File: config.mk
export PLATFORM = sky130hd
export DESIGN_NAME = uart_transmitter
export DESIGN_NICKNAME = d
export VERILOG_FILES = /design/src/rtl/uart_pkg.sv /design/src/rtl/uart_tx_bit_timer.sv /design/src/rtl/uart_transmitter.sv
export SDC_FILE = /design/constraint.sdc
export NUM_CORES = 1
export LEC_CHECK = 0
export ABC_CLOCK_PERIOD_IN_PS = 1800
export CAP_MARGIN = 20
export CORE_MARGIN = 10
export CORE_UTILIZATION = 62
export CTS_CLUSTER_DIAMETER = 40
export DETAILED_ROUTE_END_ITERATION = 10
export DONT_BUFFER_PORTS = 1
export GPL_ROUTABILITY_DRIVEN = 0
export PLACE_DENSITY = 0.78
export SYNTH_ARGS = -nofsm -noshare
export SYNTH_HDL_FRONTEND = slang
export SYNTH_SLANG_ARGS = --single-unit
File: constraint.sdc
create_clock -name clk -period 1.8 [get_ports clk]
set_input_delay 0.27 -clock clk [delete_from_list [all_inputs] [get_ports clk]]
set_output_delay 0.27 -clock clk [all_outputs]
set_load 0.05 [all_outputs]
File: src/rtl/uart_pkg.sv
// Shared UART definitions used by both the transmit and receive chains.
package uart_pkg;

  typedef enum logic [2:0] {
    IDLE,
    START,
    DATA,
    PARITY,
    STOP
  } uart_tx_state_e;

  localparam int SamplesPerBitDefault = 16;

endpackage

File: src/rtl/uart_tx_bit_timer.sv
// Counts oversampling ticks and flags the tick that ends the current bit.
module uart_tx_bit_timer
  import uart_pkg::*;
#(
  parameter int SAMPLES_PER_BIT = SamplesPerBitDefault
) (
  input  logic clk,
  input  logic rst_n,
  input  logic clear,
  input  logic sample_trigger,
  output logic bit_end
);

  localparam int CntW = $clog2(SAMPLES_PER_BIT + 1);
  localparam logic [CntW-1:0] LastCount = CntW'(SAMPLES_PER_BIT - 1);

  logic [CntW-1:0] count;

  // Combinational so the state machine advances on the terminal tick's own edge.
  assign bit_end = sample_trigger && !clear && (count == LastCount);

  always_ff @(posedge clk or negedge rst_n) begin
    if (!rst_n) begin
      count <= '0;
    end else if (clear) begin
      count <= '0;
    end else if (sample_trigger) begin
      if (count == LastCount) begin
        count <= '0;
      end else begin
        count <= count + 1'b1;
      end
    end
  end

endmodule

File: src/rtl/uart_transmitter.sv
// UART frame serializer: start, LSB-first data, optional even parity, stop bits.
// Define UART_TX_PARITY_EN to insert the even-parity bit after the data bits.
module uart_transmitter
  import uart_pkg::*;
#(
  parameter int DATA_BITS       = 8,
  parameter int SAMPLES_PER_BIT = SamplesPerBitDefault,
  parameter int STOP_BITS       = 1
) (
  input  logic                 clk,
  input  logic                 rst_n,
  input  logic                 sample_trigger,
  input  logic [DATA_BITS-1:0] data,
  input  logic                 data_valid,
  output logic                 data_ready,
  output logic                 tx_out,
  output logic                 busy,
  output logic                 tx_done
);

  localparam int IdxW = $clog2(DATA_BITS + 1);
  localparam logic [IdxW-1:0] LastData = IdxW'(DATA_BITS - 1);
  localparam logic [IdxW-1:0] LastStop = IdxW'(STOP_BITS - 1);

  uart_tx_state_e       state;
  logic [DATA_BITS-1:0] shift_reg;
  logic [IdxW-1:0]      bit_idx;
  logic                 accept;
  logic                 bit_end;

  assign accept = data_valid && data_ready;

  uart_tx_bit_timer #(
    .SAMPLES_PER_BIT(SAMPLES_PER_BIT)
  ) u_bit_timer (
    .clk           (clk),
    .rst_n         (rst_n),
    .clear         (accept),
    .sample_trigger(sample_trigger),
    .bit_end       (bit_end)
  );

`ifdef UART_TX_PARITY_EN
  logic parity_bit;

  // Parity is taken from the captured byte because the shift register drains it.
  always_ff @(posedge clk or negedge rst_n) begin
    if (!rst_n) begin
      parity_bit <= 1'b0;
    end else if (accept) begin
      parity_bit <= ^data;
    end
  end
`endif

  always_ff @(posedge clk or negedge rst_n) begin
    if (!rst_n) begin
      state      <= IDLE;
      shift_reg  <= '0;
      bit_idx    <= '0;
      tx_out     <= 1'b1;
      data_ready <= 1'b1;
      busy       <= 1'b0;
      tx_done    <= 1'b0;
    end else begin
      tx_done <= 1'b0;
      case (state)
        IDLE: begin
          if (accept) begin
            state      <= START;
            shift_reg  <= data;
            bit_idx    <= '0;
            tx_out     <= 1'b0;
            data_ready <= 1'b0;
            busy       <= 1'b1;
          end
        end
        START: begin
          if (bit_end) begin
            state  <= DATA;
            tx_out <= shift_reg[0];
          end
        end
        DATA: begin
          if (bit_end) begin
            shift_reg <= shift_reg >> 1;
            if (bit_idx == LastData) begin
              bit_idx <= '0;
`ifdef UART_TX_PARITY_EN
              state   <= PARITY;
              tx_out  <= parity_bit;
`else
              state   <= STOP;
              tx_out  <= 1'b1;
`endif
            end else begin
              bit_idx <= bit_idx + 1'b1;
              tx_out  <= shift_reg[1];
            end
          end
        end
`ifdef UART_TX_PARITY_EN
        PARITY: begin
          if (bit_end) begin
            state  <= STOP;
            tx_out <= 1'b1;
          end
        end
`endif
        STOP: begin
          // bit_idx is reused to count stop bits once the data bits are out.
          if (bit_end) begin
            if (bit_idx == LastStop) begin
              state      <= IDLE;
              bit_idx    <= '0;
              data_ready <= 1'b1;
              busy       <= 1'b0;
              tx_done    <= 1'b1;
            end else begin
              bit_idx <= bit_idx + 1'b1;
            end
          end
        end
        default: begin
          state      <= IDLE;
          tx_out     <= 1'b1;
          data_ready <= 1'b1;
          busy       <= 1'b0;
        end
      endcase
    end
  end

endmodule

; ---- Word-level counts from Yosys, hierarchy flattened
; Index checks and enable logic that the tools add are counted.
[word_totals]
word_cells = 72
in_bits = 12
register_bits = 24
output_inout_bits = 4
[classes]
muxes = 34
reduce_logical = 15
bitwise_logic = 2
eq_ne = 11
add_sub_neg = 2
[ops]
columns = operator, n
row1 = 2-to-1 mux 4 bit, 5
row2 = 2-to-1 mux 3 bit, 6
row3 = 2-to-1 mux 8 bit, 2
row4 = one-hot mux 8 bit (2 select lines), 1
row5 = 2-to-1 mux 5 bit, 3
row6 = 2-to-1 mux 1 bit, 12
row7 = one-hot mux 3 bit (4 select lines), 1
row8 = one-hot mux 4 bit (3 select lines), 1
row9 = AND reduction 4 bit, 3
row10 = "inequality test 2 bit, second input constant", 5
row11 = one-hot mux 1 bit (3 select lines), 2
row12 = AND reduction 6 bit, 1
row13 = "adder 5 x 1 -> 5 bit, second input constant", 1
row14 = "== test 5 x 4 -> 1 bit, second input constant", 1
row15 = "adder 4 x 1 -> 4 bit, second input constant", 1
row16 = "== test 4 x 3 -> 1 bit, second input constant", 1
row17 = zero test 4 bit, 1
row18 = one-hot mux 1 bit (4 select lines), 1
row19 = nonzero test 2 bit, 2
row20 = "== test 3 x 1 -> 1 bit, second input constant", 1
row21 = "== test 3 x 2 -> 1 bit, second input constant", 1
row22 = "== test 3 bit, second input constant", 1
row23 = logical AND 1 bit, 3
row24 = zero test 3 bit, 1
row25 = 6 further kinds, 7

; ---- Longest topological paths before layout
; Gate-level depths: netlist (run 1).
[logic_depth]
word_depth = 6
ltp_mapped = 6
ltp_nobuf = 6

; ---- Modules after synthesis
; From an unflattened synthesis (run 1), not the netlist that was laid out.
[unflattened]
hier_cells = 138
area_unflattened_um2 = 1350.0
[by_module_without_submodules]
columns = module, area_per_inst_um2, n_inst, seq_area_each_um2, cells_per_inst
row1 = uart_transmitter, 1089.8, 1, 478.0, 112
row2 = uart_tx_bit_timer, 260.2, 1, 125.1, 26

; ---- Least setup slack after synthesis (run 1)
; Ideal clock, no wire load.
[synth_path]
path_type = register to register
start = register data_ready
end = register tx_out
period_less_slack_ns = 1.677
setup_ns = 0.085
setup_slack_ns = 0.123
stages_incl_launch_ff = 6
t_arrival_ns = 1.592
path_buffers = 1
required_ns = 1.715
cell_sequence = dfstp_2 -> and2_4 -> buf_6 -> nor4_1 -> nor3_1 -> mux2_1
[synth_via]
elab_chain_cells = 6
word_cells_on_any_way = 8
cone_classes = eq/ne: 3 / reduce/logical: 5
[synth_lines]
columns = item, line
row1 = "start, declared", uart_transmitter.sv:15  ; output logic data_ready,
row2 = "start signal, assigned", uart_transmitter.sv:62  ; data_ready <= 1'b1;
row3 = "start signal, assigned", uart_transmitter.sv:74  ; data_ready <= 1'b0;
row4 = "start signal, assigned", uart_transmitter.sv:116  ; data_ready <= 1'b1;
row5 = logical AND 1 bit (*), uart_transmitter.sv:31  ; assign accept = data_valid && data_ready;
row6 = zero test 1 bit, uart_tx_bit_timer.sv:20  ; assign bit_end = sample_trigger && !clear && (count == LastCount);
row7 = logical AND 1 bit (2 in a row), uart_tx_bit_timer.sv:20
row8 = inequality test 2 bit (no source line), -
row9 = AND reduction 4 bit (no source line) (*), -
row10 = "end signal, assigned", uart_transmitter.sv:81  ; tx_out <= shift_reg[0];
row11 = "end signal, assigned", uart_transmitter.sv:98  ; tx_out <= shift_reg[1];
row12 = "end, declared", uart_transmitter.sv:16  ; output logic tx_out,
; Mark *: on every way between the ends. The rest lies on a longest branch, timed or not.
; A chain may end at the register's enable or synchronous reset.

; ---- Final worst setup path (run 1)
[layout_path]
start = register u_bit_timer.count[0]
end = register tx_out
[layout_via]
elab_chain_cells = 4
word_cells_on_any_way = 5
cone_classes = eq/ne: 3 / reduce/logical: 2
[layout_lines]
columns = item, line
row1 = "start, declared", uart_tx_bit_timer.sv:17  ; logic [CntW-1:0] count;
row2 = "start signal, assigned", uart_tx_bit_timer.sv:31  ; count <= count + 1'b1;
row3 = == test 5 x 4 -> 1 bit (*), uart_tx_bit_timer.sv:20
row4 = logical AND 1 bit (*), uart_tx_bit_timer.sv:20
row5 = inequality test 2 bit (no source line), -
row6 = AND reduction 4 bit (no source line) (*), -
; Marks and branches as above.

==> results.yml, run 1 <==
status:
  status: "finished clean"
cells_and_area:
  largest_register_ff_count: 8
  multi_input_area_um2: 778
  area_growth_pct: 6.72
  finish.instance_area_um2: 1550
  fillers: 174
  seqCellArea_um2: 603
  nets: 166
  drive_gt1_share_pct: 16.7
  n_antenna_cell: 0
drt:
  vias: 1143
  viasPerCell: 6.42
  drt_iter0_drc: 62
  totalWireLength_um: 2920
  wl_per_cell_um: 16.4
  drc_errors: 0
  dr.pass1.iters: 4
  drtAntennaViolNets: 0
sta:
  maxSlewHeadroom_pct: 66.1
  rsz0062_at_grt: "false"
  tightest_slew_ns: 0.506
  slew_violations: 0
  finalCriticalPeriod_ns: 1.65
  achievable-frequency_mhz: 608
  hold_viol: 0
  fin_skew_ns: 0.0107
  setup_violations: 0
  tns_ns: 0
  fin_crit_sh_pct: 91.4
worst_hold_path:
  hold_path.class: "input port to flop"
  min_path_cells: 1
die:
  io-pin-count: 16
  fp.coreArea_um2: 2210
  die_width_um: 68.4
  die_y_um: 68.4
  die_area_um2: 4680
  start_util_pct: 65.6
  num_rows: 17
yosys:
  synthesis.area_um2: 1450
  synth.distinct_cells: 51
  yosys.area.top_type: "dfrtp_1"
  synth_ff_type: "dfrtp_1"
  synth_edf_count: 0
  ys_seq_elements: 24
  ys_seq_area_share_pct: 41.6
  synth_nets: 161
  netlist_top_cells_area: "dfrtp_1 38%, mux2i_1 6.2%, a21oi_1 5.9%"
  synthCells: 146
  synth_top_area_share_pct: 37.9
  async_reset_ff_share_pct: 100
  syn_area_per_cell_um2: 9.94
  ys_warn_count: 0
power_and_ir_drop:
  vdd_drop_max_mv: 0.809
  power.total_w: 0.00182
  power-per-cell-area_nw_per_um2: 1180
  p_leak_nw: 0.693
global_routing:
  antenna_found_initial: 0
  groute.usage.overall_pct: 13.0
  globalRouteOverflowTotal: 0
  grt_pass1_vias: 1058
  grt_pass1_wl_um: 4790
  grt_max_degree: 25
placed_design:
  io_buffer_count: 0
  postPlaceCellArea_um2: 1480
  dpl.hpwl_um: 2160
job:
  max_cap_viol_count: 0
setup_path:
  worst_ep_required_time_ns: 2.06
  crit_fanout: 5
  reg2reg_depth: 5
  end_kind: "flop"
  worstPathArrival_ns: 1.91
  startpoint_type: "flop"
  path_class: "flop to flop"
cts:
  clk_transition_reported_paths_ns: 0.14
  post-cts-setup-buffers: 0
  cts_htree_levels: 1
  cts.path.max_buffers: 2
  cts_tree: "yes"
  clock_latency_ns: 0.32
  cts_root_buf: "clkbuf_4"
  cts_sinks: 24
  cts_buffers: 3
## logic make-up (layout without fill, tap and decap cells)
logic type	Yosys count	in the layout	share of synthesized area, %
AOI/OAI and AO/OA	47	47	21.2
and+or+nand+nor	45	45	20.4
DFF	24	24	41.6
buffers and inverters	14	18	5.43
muxes	10	10	6.98
adders and majority gates	3	3	2.59
xor gates and xnor gates	3	3	1.81
## critical path: stages, from the launching register on
cell and delay [ns]:
dfrtp_1 0.43, ha_1 0.23, nand2_1 0.17, nor4_1 0.35, nor3_1 0.11, mux2_1 0.32
## area by class of cell
type | count | area share (%)
Multi-Input combinational cell | 108 | 50.2
Clock buffer | 4 | 2.34
Tap cell | 28 | 2.26
Sequential cell | 24 | 38.9
Inverter | 5 | 1.21
Timing Repair Buffer | 9 | 5.01
## per-stage QoR
step | util, % | setup slack, ns | hold WS (ns) | instances
final | 70.0 | 0.154 | 0.0546 | 178
after floorplan | - | 0.123 | -0.0256 | 146
after global placement | 66.9 | 0.201 | -0.0247 | 172
after global routing | 70.0 | 0.0270 | 0.0463 | 178
after CTS | 68.9 | 0.163 | 0.0469 | 177
after detailed placement | 66.9 | 0.184 | -0.0247 | 172
## synthesized netlist by cell type, types with 2 or more instances
library cell,count
a21oi_1,17
inv_1,4
nor2b_1,2
a31oi_1,7
dfstp_2,2
or3b_1,3
dfrtp_1,22
ha_1,3
nor2_1,2
o22ai_1,2
nand2_1,6
nand3b_1,3
o21ai_1,3
and3b_1,2
nand2b_1,3
nand3_1,7
buf_6,2
mux2i_1,9
o21ai_0,5
nor3_1,5
buf_2,6
xnor2_1,2
## power breakdown
group	leakage, nW	total, W	switching [W]	internal [W]
clock	0.0210	0.000289	0.000166	0.000124
combinational	0.384	0.000612	0.000317	0.000294
sequential	0.288	0.000923	0.000201	0.000722
total	0.693	0.00182	0.000684	0.00114
## layout by cell type, fill, tap and decap left out, drive strengths merged, types with 2 or more instances in the layout
master  count
a21oi      17
a31oi       7
and2        2
and3b       2
buf         8
clkbuf      4
dfrtp      22
dfstp       2
ha          3
inv         5
mux2i       9
nand2       6
nand2b      3
nand3       7
nand3b      3
nand4       2
nor2        3
nor2b       2
nor3        6
nor4        2
o21ai       8
o22ai       3
or3b        3
xnor2       2
## path summary, 6_finish.rpt
check / start / end / slack, ns
setup / recovery: u_bit_timer.count[0] / tx_out / 0.15
hold / removal: sample_trigger / u_bit_timer.count[3] / 0.05
setup reg to reg: u_bit_timer.count[0] / tx_out / 0.15
hold reg to reg: bit_idx[0] / bit_idx[0] / 0.56
max in group asynchronous: rst_n / tx_out / 0.92
min in group asynchronous: rst_n / state[2] / 0.35
## per-layer routing
| metal | share of wire [%] | wire [um] | track usage [%] | vias to the layer above |
|---|---|---|---|---|
| met5 | 0 | 0 | 0 | - |
| met1 | 46 | 1330 | 15.3 | 556 |
| met3 | 7.5 | 218 | 4.40 | 4 |
| met2 | 46 | 1340 | 21.4 | 30 |
| met4 | 0.99 | 29 | 4.52 | 0 |
| li1 | - | - | - | 553 |
## what timing repair did
action / in CTS / in global routing
hold buffers: 1 / 0
resized for setup: 0 / 1
endpoints found under the hold margin: 24 / 0
endpoints found under the setup margin: 0 / 1
Note: power is estimated with default switching activity, not from simulation.
==> run 2: changes to the inputs <==
Settings changed: CORE_UTILIZATION 62 to 61, PLACE_DENSITY 0.78 to 0.77, SYNTH_HIERARCHICAL from default to 1.
==> results.yml, run 2 <==
die:
  start_util_pct: 66.1
  num_rows: 16
  fp.coreArea_um2: 2040
  die_y_um: 67.0
  die_width_um: 67.0
  io-pin-count: 16
  die_area_um2: 4500
cells_and_area:
  area_growth_pct: 29.8
  layout_common_cells: "21 x dfrtp_1, 19 x buf_4"
  seqCellArea_um2: 608
  largest_register_ff_count: 8
  layout_commonest_cell: "dfrtp_1"
  n_antenna_cell: 0
  fillers: 118
  multi_input_area_um2: 808
  nets: 176
  finish.instance_area_um2: 1750
  drive_gt1_share_pct: 36.9
setup_path:
  end_kind: "flop"
  startpoint_type: "flop"
  cp_slowest_stage_delay_ns: 0.65
  crit_fanout: 5
  path_class: "flop to flop"
  worstPathArrival_ns: 2.10
  path_cells: "nand2_4, inv_4, nand2b_4, nor3_4, buf_6, a21oi_4, a221o_1, nor2_2, a221o_1"
  crit_top_cell: "a221o_1"
  slowest_stage: "dfstp_4"
  worst_ep_required_time_ns: 2.04
status:
  violations: "negative setup slack"
  status: "complete, but fails checks"
sta:
  setup_violations: 4
  tightest_slew_ns: 0.484
  rsz0062_at_grt: "true"
  finalCriticalPeriod_ns: 1.86
  slew_violations: 0
  achievable-frequency_mhz: 538
  setup_slack_ns: -0.0601
  fin_crit_sh_pct: 103
  fin_skew_ns: 0.0168
  maxSlewHeadroom_pct: 67.7
  hold_viol: 0
cts:
  cts.path.max_buffers: 2
  clock_latency_ns: 0.33
  cts_sinks: 24
  cts_buffers: 3
  cts_tree: "yes"
  clk_transition_reported_paths_ns: 0.14
  cts_htree_levels: 1
  cts_root_buf: "clkbuf_4"
drt:
  dr.pass1.iters: 4
  viasPerCell: 6.22
  totalWireLength_um: 3530
  drc_errors: 0
  drtAntennaViolNets: 0
  wl_per_cell_um: 18.9
  drt_iter0_drc: 64
  vias: 1163
yosys:
  ys_seq_elements: 24
  synth.distinct_cells: 40
  synth_edf_count: 0
  yosys.area.top_type: "dfrtp_1"
  netlist_top_cells_area: "dfrtp_1 41%, mux2i_1 5.2%, a21oi_1 4.8%"
  async_reset_ff_share_pct: 100
  synthesis.area_um2: 1350
  syn_area_per_cell_um2: 9.78
  ys_warn_count: 6
  synth_ff_type: "dfrtp_1"
  synth_commonest_cells: "22 x dfrtp_1, 13 x a21oi_1, 13 x nor2_1, 9 x nand2_1"
  yosysMostFrequentCell: "dfrtp_1"
  synth_nets: 153
  synthCells: 138
  ys_seq_area_share_pct: 44.7
  synth_top_area_share_pct: 40.8
placed_design:
  postPlaceCellArea_um2: 1500
  io_buffer_count: 0
  dpl.hpwl_um: 2040
  place_ws_ns: -0.0596
global_routing:
  globalRouteOverflowTotal: 0
  antenna_found_initial: 0
  grt_pass1_vias: 1181
  groute.usage.overall_pct: 15.5
  grt_max_degree: 25
  grt_pass1_wl_um: 5490
job:
  max_cap_viol_count: 0
power_and_ir_drop:
  vdd_drop_max_mv: 1.23
  power.total_w: 0.00213
  p_leak_nw: 0.729
  power-per-cell-area_nw_per_um2: 1220
worst_hold_path:
  hold_path.class: "input port to flop"
## run 2: cell count changes after synthesis, moves of 3 or more
cell and delta:
a21oi_1 -4, a31oi_1 -7, inv_1 +3, nand2_1 +3
nor2_1 +11
## run 2: timing repair
item	4_1_cts	5_1_grt
gates cloned	1	0
resized for setup	11	22
setup buffers	4	3
hold endpoints to repair	24	0
pin swaps	4	5
hold buffers	1	0
setup endpoints to repair	6	15
## run 2: through the flow
stage	setup TNS [ns]	cells	utilization, %	hold slack, ns
after global placement	-0.0225	174	73.5	-0.0248
after detailed placement	-0.0665	174	73.5	-0.0247
final	-0.104	187	85.8	0.0528
after floorplan	-0.753	138	-	-0.0256
after global routing	-0.967	187	85.8	0.0467
after CTS	-0.261	184	81.6	0.0684
## run 2: final timing paths
| path | from | slack [ns] | endpoint | cells past startpoint |
|---|---|---|---|---|
| min reg2reg | shift_reg[7] | 0.55 | shift_reg[7] | 2 |
| max in group asynchronous | rst_n | 0.97 | tx_out | 2 |
| min | data[7] | 0.05 | shift_reg[7] | 2 |
| max reg2reg | data_ready | -0.06 | bit_idx[3] | 9 |
| max | data_ready | -0.06 | bit_idx[3] | 9 |
| min in group asynchronous | rst_n | 0.28 | u_bit_timer/count[2] | 1 |
## run 2: critical path, delay by kind of cell, from the launching register on
kind	cells	cell delay, ns
compound gates	3	0.63
flops	1	0.65
simple gates	4	0.29
buf+inv	2	0.20
## run 2: per-layer routing
metal	vias to the layer above	track usage, %	part of all wire, %
li1	545	-	-
met1	579	18.4	42
met2	34	25.1	50
met3	5	6.02	6.8
met4	0	5.13	0.76
met5	-	0	0
## run 2: cell families after synthesis
family                     count (synthesis)  synth area share, %
AOI/OAI and AO/OA                         37                 19.3
xor gates and xnor gates                   2                 1.30
adders and majority gates                  3                 2.78
buffers and inverters                     14                 5.01
DFF                                       24                 44.7
muxes                                      9                 6.86
and+or+nand+nor                           49                 20.1
## run 2: cell type report
class                   instances  share of cell area, %
multi-input cells             100                   46.1
flip-flops and latches         24                   34.7
repair buffers                 25                   12.6
well taps                      27                   1.93
clock inverters                 1                   1.71
inverters                       7                   1.64
clock buffers                   3                   1.28
## run 2: power by group
part	internal (W)	total, W	switching, W
logic	0.000391	0.000773	0.000382
clock network	0.000226	0.000398	0.000173
registers	0.000732	0.000960	0.000228
